File: config.mk
export PLATFORM = sky130hd
export DESIGN_NAME = i2s_capture_multi
export DESIGN_NICKNAME = d
export VERILOG_FILES = /design/src/rtl/i2s_capture_pkg.sv /design/src/rtl/i2s_slot_shifter.sv /design/src/rtl/i2s_capture_multi.sv
export SDC_FILE = /design/constraint.sdc
export NUM_CORES = 1
export LEC_CHECK = 0
export ABC_AREA = 1
export CAP_MARGIN = 20
export CELL_PAD_IN_SITES_DETAIL_PLACEMENT = 0
export CELL_PAD_IN_SITES_GLOBAL_PLACEMENT = 1
export CORE_UTILIZATION = 25
export CTS_CLUSTER_DIAMETER = 40
export DETAILED_ROUTE_END_ITERATION = 8
export DONT_BUFFER_PORTS = 1
export PLACE_DENSITY = 0.57
export SYNTH_ARGS = -nofsm -noshare
export SYNTH_HDL_FRONTEND = slang
export SYNTH_SLANG_ARGS = --single-unit
File: constraint.sdc
create_clock -name clk_i -period 6.75 [get_ports clk_i]
set_input_delay 1.35 -clock clk_i [delete_from_list [all_inputs] [get_ports clk_i]]
set_output_delay 1.35 -clock clk_i [all_outputs]
set_load 0.02 [all_outputs]
File: src/rtl/i2s_capture_pkg.sv
// Shared types and constants for the multi-line I2S capture block.
package i2s_capture_pkg;

  localparam int unsigned FRAME_CNT_W = 16;

  typedef enum logic [1:0] {
    UNALIGNED,
    LEFT,
    RIGHT
  } cap_state_t;

  typedef enum logic {
    DR_IDLE,
    DR_SEND
  } drain_state_t;

  function automatic int unsigned chan_w(input int unsigned num_ch);
    return (num_ch > 1) ? $clog2(num_ch) : 1;
  endfunction

endpackage

File: src/rtl/i2s_slot_shifter.sv
// Per-line slot deserialiser: MSB-first shift register, saturating bit counter, short-slot flag.
module i2s_slot_shifter #(
  parameter int unsigned SAMPLE_W = 24,
  parameter int unsigned SLOT_W   = 32,
  parameter int unsigned OUT_W    = 16
) (
  input  logic             clk_i,
  input  logic             rst_i,
  input  logic             bit_evt_i,
  input  logic             boundary_i,
  input  logic             sd_i,
  output logic [OUT_W-1:0] sample_o,
  output logic             short_o
);

  localparam int unsigned CNT_W = $clog2(SLOT_W);
  localparam logic [CNT_W-1:0] CNT_MAX  = CNT_W'(SLOT_W - 1);
  localparam logic [CNT_W-1:0] CNT_FULL = CNT_W'(SAMPLE_W);

  logic [SAMPLE_W-1:0] shreg_q;
  logic [CNT_W-1:0]    cnt_q;

  // The bit seen on a boundary belongs to the previous slot, so it only restarts the count.
  always_ff @(posedge clk_i or posedge rst_i) begin
    if (rst_i) begin
      shreg_q <= '0;
      cnt_q   <= '0;
    end else if (boundary_i) begin
      cnt_q <= '0;
    end else if (bit_evt_i) begin
      if (cnt_q < CNT_FULL) shreg_q <= {shreg_q[SAMPLE_W-2:0], sd_i};
      if (cnt_q != CNT_MAX) cnt_q <= cnt_q + CNT_W'(1);
    end
  end

  assign sample_o = shreg_q[SAMPLE_W-1 -: OUT_W];
  assign short_o  = (cnt_q < CNT_FULL);

endmodule

File: src/rtl/i2s_capture_multi.sv
// Multi-line I2S capture with channel-indexed drain stream and sticky error flags.
// Optional per-channel peak tracking is enabled by defining I2S_CAPTURE_PEAK_EN.
module i2s_capture_multi
  import i2s_capture_pkg::*;
#(
  parameter int unsigned NUM_LINES = 2,
  parameter int unsigned SAMPLE_W  = 24,
  parameter int unsigned SLOT_W    = 32,
  parameter int unsigned OUT_W     = 16
) (
  input  logic                              clk_i,
  input  logic                              rst_i,
  input  logic                              sck_i,
  input  logic                              ws_i,
  input  logic [NUM_LINES-1:0]              sd_i,
  input  logic                              enable_i,
  input  logic                              clr_i,
  output logic [OUT_W-1:0]                  m_data_o,
  output logic [chan_w(2*NUM_LINES)-1:0]    m_chan_o,
  output logic                              m_last_o,
  output logic                              m_valid_o,
  input  logic                              m_ready_i,
  output logic                              overrun_o,
  output logic                              framing_err_o,
`ifdef I2S_CAPTURE_PEAK_EN
  output logic [FRAME_CNT_W-1:0]            frame_cnt_o,
  output logic [2*NUM_LINES*OUT_W-1:0]      peak_o
`else
  output logic [FRAME_CNT_W-1:0]            frame_cnt_o
`endif
);

  localparam int unsigned NUM_CH = 2 * NUM_LINES;
  localparam int unsigned CH_W   = chan_w(NUM_CH);
  localparam logic [CH_W-1:0] LAST_CH = CH_W'(NUM_CH - 1);

  logic sck_q, ws_last_q, bit_evt, boundary;

  assign bit_evt  = ~sck_q & sck_i;
  assign boundary = bit_evt & (ws_i != ws_last_q);

  always_ff @(posedge clk_i or posedge rst_i) begin
    if (rst_i) begin
      sck_q     <= 1'b0;
      ws_last_q <= 1'b0;
    end else begin
      sck_q <= sck_i;
      if (bit_evt) ws_last_q <= ws_i;
    end
  end

  logic [OUT_W-1:0]     samp [NUM_LINES];
  logic [NUM_LINES-1:0] short_slot;

  for (genvar n = 0; n < NUM_LINES; n++) begin : g_line
    i2s_slot_shifter #(
      .SAMPLE_W(SAMPLE_W),
      .SLOT_W  (SLOT_W),
      .OUT_W   (OUT_W)
    ) u_shifter (
      .clk_i     (clk_i),
      .rst_i     (rst_i),
      .bit_evt_i (bit_evt),
      .boundary_i(boundary),
      .sd_i      (sd_i[n]),
      .sample_o  (samp[n]),
      .short_o   (short_slot[n])
    );
  end

  cap_state_t cap_q, cap_d;
  logic save_left, frame_done, short_err;

  always_comb begin
    cap_d      = cap_q;
    save_left  = 1'b0;
    frame_done = 1'b0;
    short_err  = 1'b0;
    if (!enable_i) begin
      cap_d = UNALIGNED;
    end else if (boundary) begin
      unique case (cap_q)
        UNALIGNED: if (!ws_i) cap_d = LEFT;
        LEFT: begin
          if (|short_slot) begin
            short_err = 1'b1;
            cap_d     = UNALIGNED;
          end else begin
            save_left = 1'b1;
            cap_d     = RIGHT;
          end
        end
        RIGHT: begin
          if (|short_slot) begin
            short_err = 1'b1;
            cap_d     = UNALIGNED;
          end else begin
            frame_done = 1'b1;
            cap_d      = LEFT;
          end
        end
        default: cap_d = UNALIGNED;
      endcase
    end
  end

  drain_state_t drain_q, drain_d;
  logic [CH_W-1:0] chan_q, chan_d;
  logic done_q, latch, ovr_set;

  always_comb begin
    drain_d = drain_q;
    chan_d  = chan_q;
    latch   = 1'b0;
    ovr_set = 1'b0;
    unique case (drain_q)
      DR_IDLE: begin
        if (done_q) begin
          latch   = 1'b1;
          chan_d  = '0;
          drain_d = DR_SEND;
        end
      end
      DR_SEND: begin
        ovr_set = done_q;
        if (m_ready_i) begin
          if (chan_q == LAST_CH) drain_d = DR_IDLE;
          else chan_d = chan_q + CH_W'(1);
        end
      end
    endcase
  end

  logic [FRAME_CNT_W-1:0] frame_cnt_q;
  logic overrun_q, framing_q;

  always_ff @(posedge clk_i or posedge rst_i) begin
    if (rst_i) begin
      cap_q       <= UNALIGNED;
      done_q      <= 1'b0;
      drain_q     <= DR_IDLE;
      chan_q      <= '0;
      frame_cnt_q <= '0;
      overrun_q   <= 1'b0;
      framing_q   <= 1'b0;
    end else begin
      cap_q   <= cap_d;
      done_q  <= frame_done;
      drain_q <= drain_d;
      chan_q  <= chan_d;
      if (latch) frame_cnt_q <= frame_cnt_q + FRAME_CNT_W'(1);
      overrun_q <= ovr_set | (overrun_q & ~clr_i);
      framing_q <= short_err | (framing_q & ~clr_i);
    end
  end

  // Right samples are read straight from the shifters: no bit event can follow a boundary
  // on the very next clock, so they are still intact when the bank latches.
  logic [OUT_W-1:0] cap_l_q    [NUM_LINES];
  logic [OUT_W-1:0] frame_samp [NUM_CH];
  logic [OUT_W-1:0] hold_q     [NUM_CH];

  for (genvar n = 0; n < NUM_LINES; n++) begin : g_frame
    assign frame_samp[2*n]   = cap_l_q[n];
    assign frame_samp[2*n+1] = samp[n];
  end

  always_ff @(posedge clk_i or posedge rst_i) begin
    if (rst_i) begin
      for (int n = 0; n < NUM_LINES; n++) cap_l_q[n] <= '0;
      for (int c = 0; c < NUM_CH; c++) hold_q[c] <= '0;
    end else begin
      if (save_left) begin
        for (int n = 0; n < NUM_LINES; n++) cap_l_q[n] <= samp[n];
      end
      if (latch) begin
        for (int c = 0; c < NUM_CH; c++) hold_q[c] <= frame_samp[c];
      end
    end
  end

  assign m_valid_o     = (drain_q == DR_SEND);
  assign m_data_o      = hold_q[chan_q];
  assign m_chan_o      = chan_q;
  assign m_last_o      = m_valid_o && (chan_q == LAST_CH);
  assign overrun_o     = overrun_q;
  assign framing_err_o = framing_q;
  assign frame_cnt_o   = frame_cnt_q;

`ifdef I2S_CAPTURE_PEAK_EN
  function automatic logic [OUT_W-1:0] abs_sat(input logic [OUT_W-1:0] x);
    if (!x[OUT_W-1]) return x;
    if (x == {1'b1, {(OUT_W-1){1'b0}}}) return {1'b0, {(OUT_W-1){1'b1}}};
    return -x;
  endfunction

  for (genvar c = 0; c < NUM_CH; c++) begin : g_peak
    logic [OUT_W-1:0] pk_q, base, mag;
    assign base = clr_i ? '0 : pk_q;
    assign mag  = abs_sat(frame_samp[c]);
    always_ff @(posedge clk_i or posedge rst_i) begin
      if (rst_i) pk_q <= '0;
      else if (latch) pk_q <= (mag > base) ? mag : base;
      else if (clr_i) pk_q <= '0;
    end
    assign peak_o[c*OUT_W +: OUT_W] = pk_q;
  end
`endif

endmodule

==> report_table.html <==
<table>
<tr><th>Metric</th><th>Value</th></tr>
<tr><th colspan="2">Timing</th></tr>
<tr><td>Timing-limited maximum frequency</td><td>272 MHz</td></tr>
<tr><td>Relative slew slack</td><td>33.3%</td></tr>
<tr><td>Final critical delay including setup and external delays</td><td>3.68 ns</td></tr>
<tr><td>Worst clock skew</td><td>0.0217 ns</td></tr>
<tr><td>Tightest Pin Transition</td><td>1.00 ns</td></tr>
<tr><td>Number of hold violations in the final report</td><td>0</td></tr>
<tr><td>Final slew viol count</td><td>0</td></tr>
<tr><td>Worst Hold Slack</td><td>0.469 ns</td></tr>
<tr><td>Period utilization</td><td>54.5%</td></tr>
<tr><td>Final number of setup-violating endpoints</td><td>0</td></tr>
<tr><td>Min setup slack post-route</td><td>3.07 ns</td></tr>
<tr><td>Unrepaired setup endpoints after global routing</td><td>false</td></tr>
<tr><td>Setup TNS after final layout</td><td>0 ns</td></tr>
<tr><th colspan="2">Setup path</th></tr>
<tr><td>Path depth of the worst reg2reg path</td><td>7</td></tr>
<tr><td>Critical path launch point type</td><td>flop</td></tr>
<tr><td>FF-to-FF End</td><td>frame_cnt_o[2]</td></tr>
<tr><td>Arrival time of the worst setup path</td><td>2.33 ns</td></tr>
<tr><td>Crit Path Max Fanout</td><td>16</td></tr>
<tr><td>Worst Path Class, Setup</td><td>flop to primary output</td></tr>
<tr><td>Register-to-Register Setup Slack</td><td>4.36 ns</td></tr>
<tr><td>Element type at the critical path end</td><td>primary output</td></tr>
<tr><td>Startpoint of the worst-slack reg-to-reg timing path</td><td>m_valid_o</td></tr>
<tr><td>Worst path required time</td><td>5.40 ns</td></tr>
<tr><th colspan="2">Route</th></tr>
<tr><td>Post-route antenna net violation count</td><td>0</td></tr>
<tr><td>Routed wire length</td><td>18.0 mm</td></tr>
<tr><td>Number of DRC violations after detailed routing</td><td>0</td></tr>
<tr><td>Detailed-route vias per instance</td><td>4.29</td></tr>
<tr><td>DRC violation total after the first TritonRoute iteration</td><td>403</td></tr>
<tr><td>Detailed-route via count</td><td>5,435</td></tr>
<tr><td>Average wire length per cell after detail routing</td><td>14.3 um</td></tr>
<tr><td>First-pass iteration count of the detailed router</td><td>4</td></tr>
<tr><th colspan="2">Synthesis</th></tr>
<tr><td>Synth cell types</td><td>30</td></tr>
<tr><td>Average footprint of a synthesized cell</td><td>8.82 um^2</td></tr>
<tr><td>Synthesized area</td><td>7730 um^2</td></tr>
<tr><td>Post-synthesis sequential area ratio</td><td>58.3%</td></tr>
<tr><td>Yosys top cell area share</td><td>58.3%</td></tr>
<tr><td>Cells after Synth</td><td>876</td></tr>
<tr><td>Cells taking the most area after synthesis</td><td>sky130_fd_sc_hd__dfrtp_1 (58%), sky130_fd_sc_hd__nand2_1 (15%), sky130_fd_sc_hd__o21ai_0 (4.5%)</td></tr>
<tr><td>Net count of the mapped netlist</td><td>895</td></tr>
<tr><td>Warnings from Yosys</td><td>0</td></tr>
<tr><td>Library cell occupying the most area in the post-synthesis netlist</td><td>sky130_fd_sc_hd__dfrtp_1</td></tr>
<tr><td>Flip-flop and latch count after synthesis</td><td>180</td></tr>
<tr><th colspan="2">Die</th></tr>
<tr><td>Placeable Area</td><td>30,000 um^2</td></tr>
<tr><td>Die boundary height</td><td>178 um</td></tr>
<tr><td>IO Count</td><td>47</td></tr>
<tr><td>Width of the chip</td><td>178 um</td></tr>
<tr><td>Core Rows</td><td>63</td></tr>
<tr><td>DIE AREA</td><td>31,600 um^2</td></tr>
<tr><td>Effective utilization at floorplan</td><td>25.7%</td></tr>
<tr><th colspan="2">Global route</th></tr>
<tr><td>Total congestion overflow after global routing</td><td>0</td></tr>
<tr><td>Global-route wire length before repair</td><td>29.6 mm</td></tr>
<tr><td>Vias in the first global route</td><td>5,424</td></tr>
<tr><td>Initial antenna violation count</td><td>0</td></tr>
<tr><td>Largest net degree at the start of global routing</td><td>130</td></tr>
<tr><td>Overall track demand over capacity in global routing</td><td>12.2%</td></tr>
<tr><th colspan="2">Finish</th></tr>
<tr><td>Syn-to-layout area delta</td><td>11.9%</td></tr>
<tr><td>Fraction of layout instances using a drive strength above 1</td><td>6.62%</td></tr>
<tr><td>Ant. Diodes</td><td>0</td></tr>
<tr><td>Most frequent standard cell in the layout excluding fill and tap cells</td><td>sky130_fd_sc_hd__nand2_1</td></tr>
<tr><td>Most frequent cells in the layout</td><td>sky130_fd_sc_hd__nand2_1 (314), sky130_fd_sc_hd__dfrtp_1 (180), sky130_fd_sc_hd__inv_1 (69), sky130_fd_sc_hd__o21ai_0 (69), sky130_fd_sc_hd__nor2_1 (65)</td></tr>
<tr><td>Utilization of the core after routing</td><td>28.8%</td></tr>
<tr><td>Final net count</td><td>882</td></tr>
<tr><th colspan="2">Clock tree</th></tr>
<tr><td>Maximum number of buffers from clock root to sink</td><td>2</td></tr>
<tr><td># hold bufs at CTS</td><td>0</td></tr>
<tr><td>Clock tree from TritonCTS</td><td>done</td></tr>
<tr><td>Total clock buffers created by CTS</td><td>17</td></tr>
<tr><td>PostCTS Resize Cnt</td><td>0</td></tr>
<tr><td>Level count of the clock H-tree</td><td>4</td></tr>
<tr><td>Count of buffers added by post-CTS timing repair for setup</td><td>0</td></tr>
<tr><td>Clock-pin slew reported for the worst setup and hold paths after clock tree synthesis</td><td>0.07 ns</td></tr>
<tr><td>Clk Latency, worst-skew pair</td><td>0.45 ns</td></tr>
<tr><td>Clock Sinks</td><td>180</td></tr>
<tr><td>Root Buffer</td><td>sky130_fd_sc_hd__clkbuf_16</td></tr>
<tr><th colspan="2">Placement</th></tr>
<tr><td>Total of buffers placed on input and output ports</td><td>0</td></tr>
<tr><td>Placed wire-length estimate after detailed placement</td><td>11.2 mm</td></tr>
<tr><td>Post-place setup slack</td><td>3.53 ns</td></tr>
<tr><td>Global placer's final weighted congestion</td><td>0.725</td></tr>
<tr><th colspan="2">Status</th></tr>
<tr><td>Run status</td><td>completed</td></tr>
<tr><th colspan="2">Worst hold path</th></tr>
<tr><td>Min-delay worst type</td><td>flop to flop</td></tr>
<tr><td>Endpoint of the worst hold path</td><td>cap_l_q[16]</td></tr>
<tr><td>HP Start</td><td>g_line[0].u_shifter.shreg_q[8]</td></tr>
<tr><td>Worst hold path cell count</td><td>2</td></tr>
<tr><th colspan="2">Power and ir drop</th></tr>
<tr><td>Largest voltage drop on the vdd net</td><td>0.155 mV</td></tr>
<tr><td>Total power consumption of the routed design</td><td>0.00288 W</td></tr>
<tr><td>Static leakage power</td><td>4.25 nW</td></tr>
<tr><td>Power density over the cells</td><td>333 nW/um^2</td></tr>
<tr><th colspan="2">Flow run</th></tr>
<tr><td>Count of maximum capacitance violations</td><td>0</td></tr>
</table>
==> where the power goes <==
part	internal [W]	switching, W	total (W)	leakage, nW
clock	0.000530	0.000468	0.000998	0.276
sequential	0.00120	0.0000906	0.00129	2.44
combinational	0.000165	0.000431	0.000596	1.53
total	0.00189	0.000990	0.00288	4.25
==> final cells by class <==
type / instances / area [um^2]
fill: 3198 / 21400
timing repair buffer: 7 / 77.6
inverter: 71 / 274
sequential: 180 / 4500
clock inverter: 14 / 140
tap: 390 / 488
clock buffer: 18 / 439
multi-input combinational: 586 / 2720
==> registers in the layout, summed over array words and instances, names as in the netlist <==
register	flops
g_line.u_shifter.shreg_q	48
cap_l_q	32
ws_last_q	1
m_chan_o	2
sck_q	1
overrun_o	1
m_valid_o	1
g_line.u_shifter.cnt_q	10
hold_q	64
frame_cnt_o	16
framing_err_o	1
done_q	1
cap_q	2
==> cells in the mapped netlist <==
master                     count
sky130_fd_sc_hd__clkbuf_2      1
sky130_fd_sc_hd__buf_1         1
sky130_fd_sc_hd__o22ai_1      17
sky130_fd_sc_hd__nor3_1        5
sky130_fd_sc_hd__nor2_1       65
sky130_fd_sc_hd__and3_1        3
sky130_fd_sc_hd__nor3b_1       1
sky130_fd_sc_hd__nand3_1      20
sky130_fd_sc_hd__buf_4         2
sky130_fd_sc_hd__buf_2         7
sky130_fd_sc_hd__inv_1        70
sky130_fd_sc_hd__o21ai_0      69
sky130_fd_sc_hd__nand2_1     315
sky130_fd_sc_hd__ha_1         10
sky130_fd_sc_hd__clkinv_1      1
sky130_fd_sc_hd__xnor2_4       1
sky130_fd_sc_hd__xnor2_1       6
sky130_fd_sc_hd__clkbuf_1     18
sky130_fd_sc_hd__nand3b_1      1
sky130_fd_sc_hd__dfrtp_1     180
sky130_fd_sc_hd__a21oi_2      10
sky130_fd_sc_hd__buf_6        10
sky130_fd_sc_hd__o21ai_1      38
sky130_fd_sc_hd__nand3_2       3
sky130_fd_sc_hd__nand3_4       1
sky130_fd_sc_hd__nor2_4        2
sky130_fd_sc_hd__nand4_1       3
sky130_fd_sc_hd__a21oi_1       8
sky130_fd_sc_hd__xor2_1        7
sky130_fd_sc_hd__a31oi_1       1
==> routing by layer <==
layer	GRT usage (%)	wire length (um)	part of all wire, %
met2	19.3	8170	45
met1	16.0	8750	48
met4	3.95	214	1.2
met5	0	0	0
met3	3.47	910	5.0
==> stage by stage <==
step / instance area (um^2) / instances
final: 8650 / 1266
after global routing: 8650 / 1266
after CTS: 8610 / 1264
after detailed placement: 8030 / 1232
after global placement: 8030 / 1232
after floorplan: 7730 / 876
==> logic make-up after synthesis <==
logic type	after synthesis	synth area share (%)
fa+ha+maj	10	1.62
compound gates	143	10.0
buf+inv	110	6.54
flops	180	58.3
simple gates	419	21.7
xor+xnor	14	1.83
==> worst max-delay path by stage <==
| stage | start | cells after the start | slack [ns] | endpoint |
|---|---|---|---|---|
| after global placement | m_chan_o[0] | 3 | 3.50 | m_data_o[10] |
| after floorplan | rst_i | 1 | 0.51 | cap_l_q[0] |
| after global routing | m_chan_o[0] | 3 | 2.91 | m_data_o[10] |
| after detailed placement | m_chan_o[0] | 3 | 3.53 | m_data_o[10] |
| after CTS | m_chan_o[0] | 3 | 3.04 | m_data_o[10] |
| final | m_chan_o[1] | 4 | 3.07 | m_data_o[10] |
==> critical path, cell delays in order (launching register included) <==
cell and delay, ns:
sky130_fd_sc_hd__dfrtp_1 0.48, sky130_fd_sc_hd__buf_4 0.25, sky130_fd_sc_hd__inv_1 0.39, sky130_fd_sc_hd__o21ai_0 0.27
sky130_fd_sc_hd__o22ai_1 0.49
Note: power is estimated with default switching activity, not from simulation.
